[config.mk]
export PLATFORM = sky130hd
export DESIGN_NAME = wb_drain_controller_flat
export DESIGN_NICKNAME = d
export VERILOG_FILES = /design/src/rtl/wb_drain_controller_if.sv /design/src/rtl/wb_drain_controller.sv /design/src/flat_wrapper.sv
export SDC_FILE = /design/constraint.sdc
export NUM_CORES = 1
export LEC_CHECK = 0
export CAP_MARGIN = 20
export CORE_AREA = 2 2 416 418
export CTS_CLUSTER_DIAMETER = 100
export DETAILED_ROUTE_END_ITERATION = 8
export DIE_AREA = 0 0 418 420
export SLEW_MARGIN = 10
export SYNTH_ARGS = -nofsm -noshare
export SYNTH_HDL_FRONTEND = slang
export SYNTH_SLANG_ARGS = --single-unit
export TNS_END_PERCENT = 1
[constraint.sdc]
create_clock -name clk -period 1.85 [get_ports clk]
set_input_delay 0.4625 -clock clk [delete_from_list [all_inputs] [get_ports clk]]
set_output_delay 0.4625 -clock clk [all_outputs]
set_load 0.05 [all_outputs]
[src/rtl/wb_drain_controller_if.sv]
// Bus bundle between the write-back drain controller and its neighbours:
// the cache (eviction and read-miss requests), the write-back replacement
// buffer (head entry and pointer/load strobes) and the physical-memory port.
//
// Modports:
//   master : the drain controller (drives acks, strobes, buffer controls)
//   slave  : the environment (cache, buffer and memory together)
//
// Handshake semantics, in one place:
//   - evict_req is held by the cache until evict_ack; evict_ack is the same
//     signal as rb_load_line, so an acked line is pushed that very cycle.
//   - miss_read is held by the cache until the one-cycle miss_resp pulse;
//     miss_rdata is valid only in that pulse cycle.
//   - pmem_read / pmem_write are level strobes held with a stable address
//     (and write data) until the cycle that memory raises pmem_resp; the
//     strobe drops on the following cycle.
interface wb_drain_controller_if;
  logic         evict_req;
  logic         evict_ack;
  logic         miss_read;
  logic [15:0]  miss_addr;
  logic         miss_resp;
  logic [255:0] miss_rdata;
  logic         rb_full;
  logic         rb_waiting;
  logic [255:0] rb_line;
  logic [10:0]  rb_tag;
  logic         rb_load_word;
  logic         rb_load_line;
  logic         rb_inc_cur_ptr;
  logic         pmem_read;
  logic         pmem_write;
  logic [15:0]  pmem_address;
  logic [255:0] pmem_wdata;
  logic [255:0] pmem_rdata;
  logic         pmem_resp;

  modport master (
    input  evict_req, miss_read, miss_addr, rb_full, rb_waiting, rb_line,
           rb_tag, rb_load_word, pmem_rdata, pmem_resp,
    output evict_ack, miss_resp, miss_rdata, rb_load_line, rb_inc_cur_ptr,
           pmem_read, pmem_write, pmem_address, pmem_wdata
  );

  modport slave (
    output evict_req, miss_read, miss_addr, rb_full, rb_waiting, rb_line,
           rb_tag, rb_load_word, pmem_rdata, pmem_resp,
    input  evict_ack, miss_resp, miss_rdata, rb_load_line, rb_inc_cur_ptr,
           pmem_read, pmem_write, pmem_address, pmem_wdata
  );
endinterface

[src/rtl/wb_drain_controller.sv]
// Write-back buffer drain sequencer and physical-memory port arbiter.
// Accepts evicted dirty lines into the replacement buffer, drains them to
// memory in FIFO order, and shares the single memory port with cache read
// misses. Reads win by default, but a pending drain is forced after
// MAX_READ_STREAK back-to-back reads, when the buffer is full, or after
// IDLE_DRAIN_DELAY idle cycles.
//
// Ports:
//   clk         : rising-edge clock
//   reset       : synchronous, active-high
//   bus         : cache / buffer / memory bundle (master side)
//   dbg_state_o : current FSM state (0 IDLE, 1 READ, 2 WRITE, 3 RETIRE)
module wb_drain_controller #(
  parameter int unsigned MAX_READ_STREAK  = 4,
  parameter int unsigned IDLE_DRAIN_DELAY = 2
) (
  input  logic                    clk,
  input  logic                    reset,
  wb_drain_controller_if.master   bus,
  output logic [1:0]              dbg_state_o
);

  typedef enum logic [1:0] {
    IDLE   = 2'd0,
    READ   = 2'd1,
    WRITE  = 2'd2,
    RETIRE = 2'd3
  } state_e;

  state_e       state_q, state_d;
  logic [3:0]   streak_q, streak_d;
  logic [3:0]   idle_cnt_q, idle_cnt_d;
  logic [10:0]  tag_q, tag_d;

  logic         drain_go;
  logic         miss_resp;
  logic [255:0] miss_rdata;
  logic         inc_cur_ptr;
  logic         pmem_read;
  logic         pmem_write;
  logic [15:0]  pmem_address;
  logic [255:0] pmem_wdata;
  logic         load_line;

  always_ff @(posedge clk) begin
    if (reset) begin
      state_q    <= IDLE;
      streak_q   <= 4'd0;
      idle_cnt_q <= 4'd0;
      tag_q      <= 11'd0;
    end else begin
      state_q    <= state_d;
      streak_q   <= streak_d;
      idle_cnt_q <= idle_cnt_d;
      tag_q      <= tag_d;
    end
  end

  // A waiting drain preempts reads once any starvation bound is reached.
  assign drain_go = bus.rb_waiting &&
                    (bus.rb_full ||
                     (streak_q == 4'(MAX_READ_STREAK)) ||
                     (idle_cnt_q >= 4'(IDLE_DRAIN_DELAY)));

  always_comb begin
    state_d      = state_q;
    streak_d     = streak_q;
    idle_cnt_d   = idle_cnt_q;
    tag_d        = tag_q;
    miss_resp    = 1'b0;
    miss_rdata   = '0;
    inc_cur_ptr  = 1'b0;
    pmem_read    = 1'b0;
    pmem_write   = 1'b0;
    pmem_address = '0;
    pmem_wdata   = '0;

    // An outstanding miss always restarts the idle window.
    if (bus.miss_read) idle_cnt_d = 4'd0;

    unique case (state_q)
      IDLE: begin
        if (drain_go) begin
          state_d    = WRITE;
          streak_d   = 4'd0;
          idle_cnt_d = 4'd0;
        end else if (bus.miss_read) begin
          state_d    = READ;
          tag_d      = bus.miss_addr[15:5];
          idle_cnt_d = 4'd0;
          // The streak only measures reads that actually held off a drain.
          streak_d   = bus.rb_waiting ? streak_q + 4'd1 : 4'd0;
        end else if (idle_cnt_q != 4'd15) begin
          idle_cnt_d = idle_cnt_q + 4'd1;
        end
      end
      READ: begin
        pmem_read    = 1'b1;
        pmem_address = {tag_q, 5'b0};
        if (bus.pmem_resp) begin
          miss_resp  = 1'b1;
          miss_rdata = bus.pmem_rdata;
          state_d    = IDLE;
        end
      end
      WRITE: begin
        pmem_write   = 1'b1;
        pmem_address = {bus.rb_tag, 5'b0};
        // Live head data, so word writes landing mid-drain reach memory.
        pmem_wdata   = bus.rb_line;
        if (bus.pmem_resp) state_d = RETIRE;
      end
      RETIRE: begin
        // The buffer favours load strobes over retire; wait out word writes.
        if (!bus.rb_load_word) begin
          inc_cur_ptr = 1'b1;
          state_d     = IDLE;
        end
      end
      default: state_d = IDLE;
    endcase
  end

  // RETIRE blocks new line loads so the pointer bump is never dropped.
  assign load_line = bus.evict_req && !bus.rb_full && (state_q != RETIRE) && !reset;

  assign bus.evict_ack      = load_line;
  assign bus.rb_load_line   = load_line;
  assign bus.rb_inc_cur_ptr = inc_cur_ptr && !reset;
  assign bus.miss_resp      = miss_resp;
  assign bus.miss_rdata     = miss_rdata;
  assign bus.pmem_read      = pmem_read;
  assign bus.pmem_write     = pmem_write;
  assign bus.pmem_address   = pmem_address;
  assign bus.pmem_wdata     = pmem_wdata;
  assign dbg_state_o        = state_q;

endmodule

[src/flat_wrapper.sv]
// flat-port wrapper written by rule: the top's interface ports become plain ports
module wb_drain_controller_flat 
#(
  parameter int unsigned MAX_READ_STREAK  = 4,
  parameter int unsigned IDLE_DRAIN_DELAY = 2
)
  (clk, reset, dbg_state_o, bus_evict_req, bus_miss_read, bus_miss_addr, bus_rb_full, bus_rb_waiting, bus_rb_line, bus_rb_tag, bus_rb_load_word, bus_pmem_rdata, bus_pmem_resp, bus_evict_ack, bus_miss_resp, bus_miss_rdata, bus_rb_load_line, bus_rb_inc_cur_ptr, bus_pmem_read, bus_pmem_write, bus_pmem_address, bus_pmem_wdata);
  wb_drain_controller_if bus_i ();
  input  logic clk;
  input  logic reset;
  output logic [1:0] dbg_state_o;
  input wire logic [$bits(bus_i.evict_req)-1:0] bus_evict_req;
  input wire logic [$bits(bus_i.miss_read)-1:0] bus_miss_read;
  input wire logic [$bits(bus_i.miss_addr)-1:0] bus_miss_addr;
  input wire logic [$bits(bus_i.rb_full)-1:0] bus_rb_full;
  input wire logic [$bits(bus_i.rb_waiting)-1:0] bus_rb_waiting;
  input wire logic [$bits(bus_i.rb_line)-1:0] bus_rb_line;
  input wire logic [$bits(bus_i.rb_tag)-1:0] bus_rb_tag;
  input wire logic [$bits(bus_i.rb_load_word)-1:0] bus_rb_load_word;
  input wire logic [$bits(bus_i.pmem_rdata)-1:0] bus_pmem_rdata;
  input wire logic [$bits(bus_i.pmem_resp)-1:0] bus_pmem_resp;
  output wire logic [$bits(bus_i.evict_ack)-1:0] bus_evict_ack;
  output wire logic [$bits(bus_i.miss_resp)-1:0] bus_miss_resp;
  output wire logic [$bits(bus_i.miss_rdata)-1:0] bus_miss_rdata;
  output wire logic [$bits(bus_i.rb_load_line)-1:0] bus_rb_load_line;
  output wire logic [$bits(bus_i.rb_inc_cur_ptr)-1:0] bus_rb_inc_cur_ptr;
  output wire logic [$bits(bus_i.pmem_read)-1:0] bus_pmem_read;
  output wire logic [$bits(bus_i.pmem_write)-1:0] bus_pmem_write;
  output wire logic [$bits(bus_i.pmem_address)-1:0] bus_pmem_address;
  output wire logic [$bits(bus_i.pmem_wdata)-1:0] bus_pmem_wdata;
  assign bus_i.evict_req = bus_evict_req;
  assign bus_i.miss_read = bus_miss_read;
  assign bus_i.miss_addr = bus_miss_addr;
  assign bus_i.rb_full = bus_rb_full;
  assign bus_i.rb_waiting = bus_rb_waiting;
  assign bus_i.rb_line = bus_rb_line;
  assign bus_i.rb_tag = bus_rb_tag;
  assign bus_i.rb_load_word = bus_rb_load_word;
  assign bus_i.pmem_rdata = bus_pmem_rdata;
  assign bus_i.pmem_resp = bus_pmem_resp;
  assign bus_evict_ack = bus_i.evict_ack;
  assign bus_miss_resp = bus_i.miss_resp;
  assign bus_miss_rdata = bus_i.miss_rdata;
  assign bus_rb_load_line = bus_i.rb_load_line;
  assign bus_rb_inc_cur_ptr = bus_i.rb_inc_cur_ptr;
  assign bus_pmem_read = bus_i.pmem_read;
  assign bus_pmem_write = bus_i.pmem_write;
  assign bus_pmem_address = bus_i.pmem_address;
  assign bus_pmem_wdata = bus_i.pmem_wdata;
  wb_drain_controller #(.MAX_READ_STREAK(MAX_READ_STREAK), .IDLE_DRAIN_DELAY(IDLE_DRAIN_DELAY)) u_core (.clk(clk), .reset(reset), .bus(bus_i), .dbg_state_o(dbg_state_o));
endmodule
# Word level (Yosys, flattened, before mapping)
# Cells that the tools add are included.
# Widths: inputs -> output; s select.
[classes]
add_sub_neg = 2
n_lt_le_gt_ge = 1
n_eq_ne = 10
n_mux = 24
n_bitwise = 1
reduce_logical = 14
[op_table]
columns = ["operator", "n"]
rows = [
  ["$mux 256", 3],
  ["$mux 4", 8],
  ["$pmux 16 s2", 1],
  ["$mux 2", 5],
  ["$add 4x1->4 const B", 2],
  ["$ne 2x2->1 const B", 4],
  ["$pmux 2 s4", 1],
  ["$mux 1", 6],
  ["$logic_and 1x1->1", 5],
  ["$eq 2x2->1 const B", 2],
  ["$eq 4x3->1 const B", 1],
  ["$ge 4x2->1 const B", 1],
  ["$ne 4x4->1 const B", 1],
  ["$reduce_and 4->1", 1],
  ["$ne 3x2->1 const B", 1],
  ["$reduce_and 3->1", 1],
  ["$eq 2x1->1 const B", 1],
  ["$logic_not 1->1", 2],
  ["$logic_not 2->1", 1],
  ["$logic_or 1x1->1", 2],
  ["$reduce_and 2->1", 1],
  ["$reduce_bool 2->1", 1],
  ["$not 1->1", 1],
]
[word_totals]
reg_bits = 21
inputBits = 547
out_inout_bits = 536
word_cells = 56

# Longest topological paths before layout
# Gate-level depths: netlist of run 1.
[logic_depth]
depth_word = 6
depth_mapped = 8

# Least setup slack after synthesis of run 1
# No wires, ideal clock.
[synth_timing]
kind = "reg2out"
start = "reg u_core.state_q[0] (netlist: u_core.dbg_state_o[0])"
end = "out bus_rb_load_line"
t_arrival_ps = 2990
t_required_ps = 1387
slack_ps = -1602
path_stages_with_launch = 4
n_path_buf = 1
cell_sequence = "dfxtp_1 > ha_1 > nor4b_1 > buf_4"
[synth_via]
elab_chain_len = 3
[synth_lines]
columns = ["item", "line", "text"]
rows = [
  ["start: declaration", "wb_drain_controller.sv:30", "state_e state_q, state_d;"],
  ["start signal: assignment", "wb_drain_controller.sv:52", "state_q <= state_d;"],
  ["$ne 2x2->1", "wb_drain_controller.sv:125", "assign load_line = bus.evict_req && !bus.rb_full && (state_q != RETIRE) && !reset;"],
  ["$logic_and 1x1->1 (2 in series)", "wb_drain_controller.sv:125", ""],
  ["end: declaration", "flat_wrapper.sv:25", "output wire logic [$bits(bus_i.rb_load_line)-1:0] bus_rb_load_line;"],
]
# No other way between the ends.

# Worst setup path after layout of run 1
[layout_timing]
start = "reg u_core.state_q[1] (netlist: u_core.dbg_state_o[1])"
end = "out bus_miss_rdata[94]"
[layout_via]
elab_chain_len = 2
[layout_lines]
columns = ["item", "line", "text"]
rows = [
  ["$eq 2x1->1", "wb_drain_controller.sv:81", "unique case (state_q)"],
  ["$mux 256", "wb_drain_controller.sv:81", ""],
  ["end: declaration", "flat_wrapper.sv:24", "output wire logic [$bits(bus_i.miss_rdata)-1:0] bus_miss_rdata;"],
]
# No other way between the ends.

==> results of run 1 <==
[how the worst max path moves through the flow]
| stage | startpoint | endpoint | cells past startpoint | slack, ns |
|---|---|---|---|---|
| after floorplan | u_core.dbg_state_o[1] | bus_miss_rdata[100] | 6 | -0.31 |
| after global placement | bus_rb_full | u_core.tag_q[0] | 7 | -0.40 |
| after detailed placement | bus_rb_full | u_core.tag_q[3] | 7 | -0.44 |
| after CTS | u_core.dbg_state_o[0] | bus_pmem_wdata[118] | 7 | -0.40 |
| after global routing | u_core.dbg_state_o[0] | bus_pmem_wdata[13] | 6 | -0.44 |
| final | u_core.dbg_state_o[1] | bus_miss_rdata[94] | 7 | -0.37 |
[timing repair]
action                                  in CTS  in global routing
endpoints found under the setup margin     541                534
buffers inserted                             9                  0
gates resized for setup                    172                 46
pin swaps                                   16                 18
gates cloned                                 8                  1
endpoints found under the hold margin        0                  0
[metal layers]
| layer | vias up | track usage (%) | part of all wire, % |
|---|---|---|---|
| li1 | 4703 | - | - |
| met1 | 5074 | 16.45 | 33 |
| met2 | 867 | 26.80 | 47 |
| met3 | 347 | 11.06 | 16 |
| met4 | 204 | 3.959 | 3.1 |
| met5 | - | 0 | 0.88 |
[registers in the layout, summed over array words and instances (netlist names)]
signal / flops
u_core.dbg_state_o: 2
u_core.idle_cnt_q: 4
u_core.streak_q: 4
u_core.tag_q: 11
[critical path: stages, from the launching register on]
cell and delay, ns:
dfxtp_4 0.36, inv_2 0.07, ha_4 0.13, buf_12 0.16
buf_12 0.15, buf_16 0.17, and3_4 0.21, buf_12 0.15
[per-stage QoR]
stage / worst slack (ns) / setup TNS, ns / cells / power, mW / hold WS [ns]
final: -0.3688 / -157.48 / 4087 / 28.84 / 0.5026
after global routing: -0.4377 / -193.09 / 4063 / 29.80 / 0.5358
after CTS: -0.3952 / -177.78 / 4043 / 29.24 / 0.5050
after detailed placement: -0.4429 / -46.64 / 4022 / 26.67 / 0.4855
after global placement: -0.3993 / -41.19 / 4022 / 26.61 / 0.5054
after floorplan: -0.3075 / -135.02 / 757 / 11.85 / 0.4638
[layout by cell type, fill, tap and decap left out, types with 4 or more instances in the layout]
cell	synthesis	layout
ha_4	0	4
clkbuf_16	0	4
and3_1	258	9
mux2i_1	12	12
nor2b_4	0	9
diode_2	0	43
and2_2	0	176
buf_16	0	12
dfxtp_1	21	18
ha_1	8	4
and2_4	0	63
a22oi_2	0	9
conb_1	1	5
buf_12	0	550
and3_4	0	130
nor2_1	14	14
nand2_1	5	5
and3_2	0	119
clkdlybuf4s50_1	0	538
and2_1	258	19
buf_6	0	7
buf_4	7	37
inv_1	9	7
[area by class of cell]
| cell class | instances | area share, % |
|---|---|---|
| clock buffers | 4 | 0.3021 |
| repair buffers | 1151 | 65.92 |
| multi-input cells | 626 | 20.88 |
| well taps | 2233 | 10.71 |
| diodes | 43 | 0.4124 |
| inverters | 9 | 0.1390 |
| flip-flops and latches | 21 | 1.645 |
[cells by family (layout without fill, tap and decap cells)]
family	count (synthesis)	count (layout)
AOI/OAI and AO/OA	34	34
adders and majority gates	8	8
buffers and inverters	110	1164
DFF	21	21
muxes	13	13
other	1	48
and+or+nand+nor	566	566
[power groups by stage]
stage | Combinational, mW | Sequential, mW | Clock, mW
after floorplan | 11.2 | 0.675 | 0
after global placement | 26.0 | 0.601 | 0
after detailed placement | 26.1 | 0.606 | 0
after CTS | 28.0 | 0.608 | 0.591
after global routing | 28.6 | 0.621 | 0.579
final | 27.7 | 0.612 | 0.542
==> run metrics, run 1 <==
drt drc 0; footprint of the multi-input gates around 5400 µm²; synthesized area per cell around 6.5 µm²; status finished with violations; Initial Util ~2.9%; min-delay src u_core.tag_q[2]; failing checks negative setup slack; CTS Buffer Depth 2; mux cell area share after synthesis about 2.7%; Post-DRT Antenna Nets 0; Area Growth Syn to Fin 432.0%; Slew Viols, Final 0; DR WL/cell about 36 µm; Max VDD drop roughly 440 µV; crit end category output pin; final clock skew roughly 0.0079 ns; final core utilization between 10% and 20%; Worst-Skew Late Latency around 0.29 ns; CTS Root Cell clkbuf_16; area of the die roughly 180000 µm²; port bufs roughly 1100; post-synthesis sequential element count 21; final WL about 150000 µm; sequential share of power roughly 2.1%; Initial DRT Pass Iterations 5; layout cells sized above 1 between 60% and 70%; Die Height about 420 µm; initial drt markers ~600; post-layout min period 2.219 ns; Synth async-reset ratio 0%; Worst Path Required ~1.4 ns; WHS Path Cells 2; CTS H-tree lvls 1; FF-to-FF End u_core.dbg_state_o[1]; Cell Area, Placed 24800 µm²; Final Setup Violations ~530; CP Class reg2out; Psw 15.31 mW; Lkg Pwr around 10 nW; initial antenna violation count between 200 and 300; Hold Path Class reg2reg; Internal Power roughly 14 mW; detailed-route via count between 10000 and 15000; R2R cell count 10; Core ar. approximately 170000 µm²; Worst Path Max Fanout 14; register area approximately 430 µm²; Num CTS Buffers 3; Die X-Extent around 420 µm; largest family of logic cells by synthesized area simple AND/OR/NAND/NOR gates; Switching Fraction 53.09%; xor/xnor share of the synthesized area 0%; WHS Endpoint u_core.tag_q[2]; Post-synth EDFFs 0; post-synthesis cell count about 750; FP Rows between 150 and 200; Clk pin slew, worst setup/hold paths about 0.07 ns; Comb power frac a little over nine tenths; crit path launch type flip-flop; Fill cells ~19000; first-pass GRT wire length ~170000 µm; Yosys Warn Count 0; R2R Path Start u_core.dbg_state_o[1]; register-to-register setup slack -0.33 ns; Tcrit/Tclk final 119.9%; max_cap viols 0; largest area contributor in the netlist and2_1; FMAX 450.7 MHz; Yosys top cell area share about a third; Critical Path AT between 1.5 and 2 ns; post-synthesis simple-gate area fraction between 70% and 80%; CTS tree yes; post-synth cell types 44; vias in the first global route approximately 11000; RSZ-0062 raised after global routing yes; Final Net Count around 2400; Clk pwr share 1.9%; # hold bufs at CTS 0; Final Hold Violating Endpoints 0; overall routing resource usage 16.13%; clock sinks 21; Post-DP HPWL between 100000 and 150000 µm; Final Cell Area roughly 26000 µm²; ranking of synthesized cells by area and2_1 (33%), and3_1 (33%), dfxtp_1 (8.6%); top cells by count, synth and2_1 (258), and3_1 (258), clkbuf_1 (88); largest net degree at the start of global routing roughly 90; Final GP Congestion 0.8193; power per cell area 1105 nW/µm²; Seq/Total Area, Yosys 8.571%; complex-gate fraction of the synthesized area slightly below 6%; Synth Area in Adders under 10%; global route overflow 0; mapped cell area between 4000 and 5000 µm²; setup ws final -0.3688 ns; io pins roughly 1100; via-per-instance ratio approximately 2.7; Top FF cell, synth dfxtp_1
(Power assumes the default switching activity.)
==> run 2, diff against run 1 <==
Settings changed: CAP_MARGIN 20 to 30.
==> results of run 2 <==
The final DEF is identical to that of run 1; final timing and power are the same.
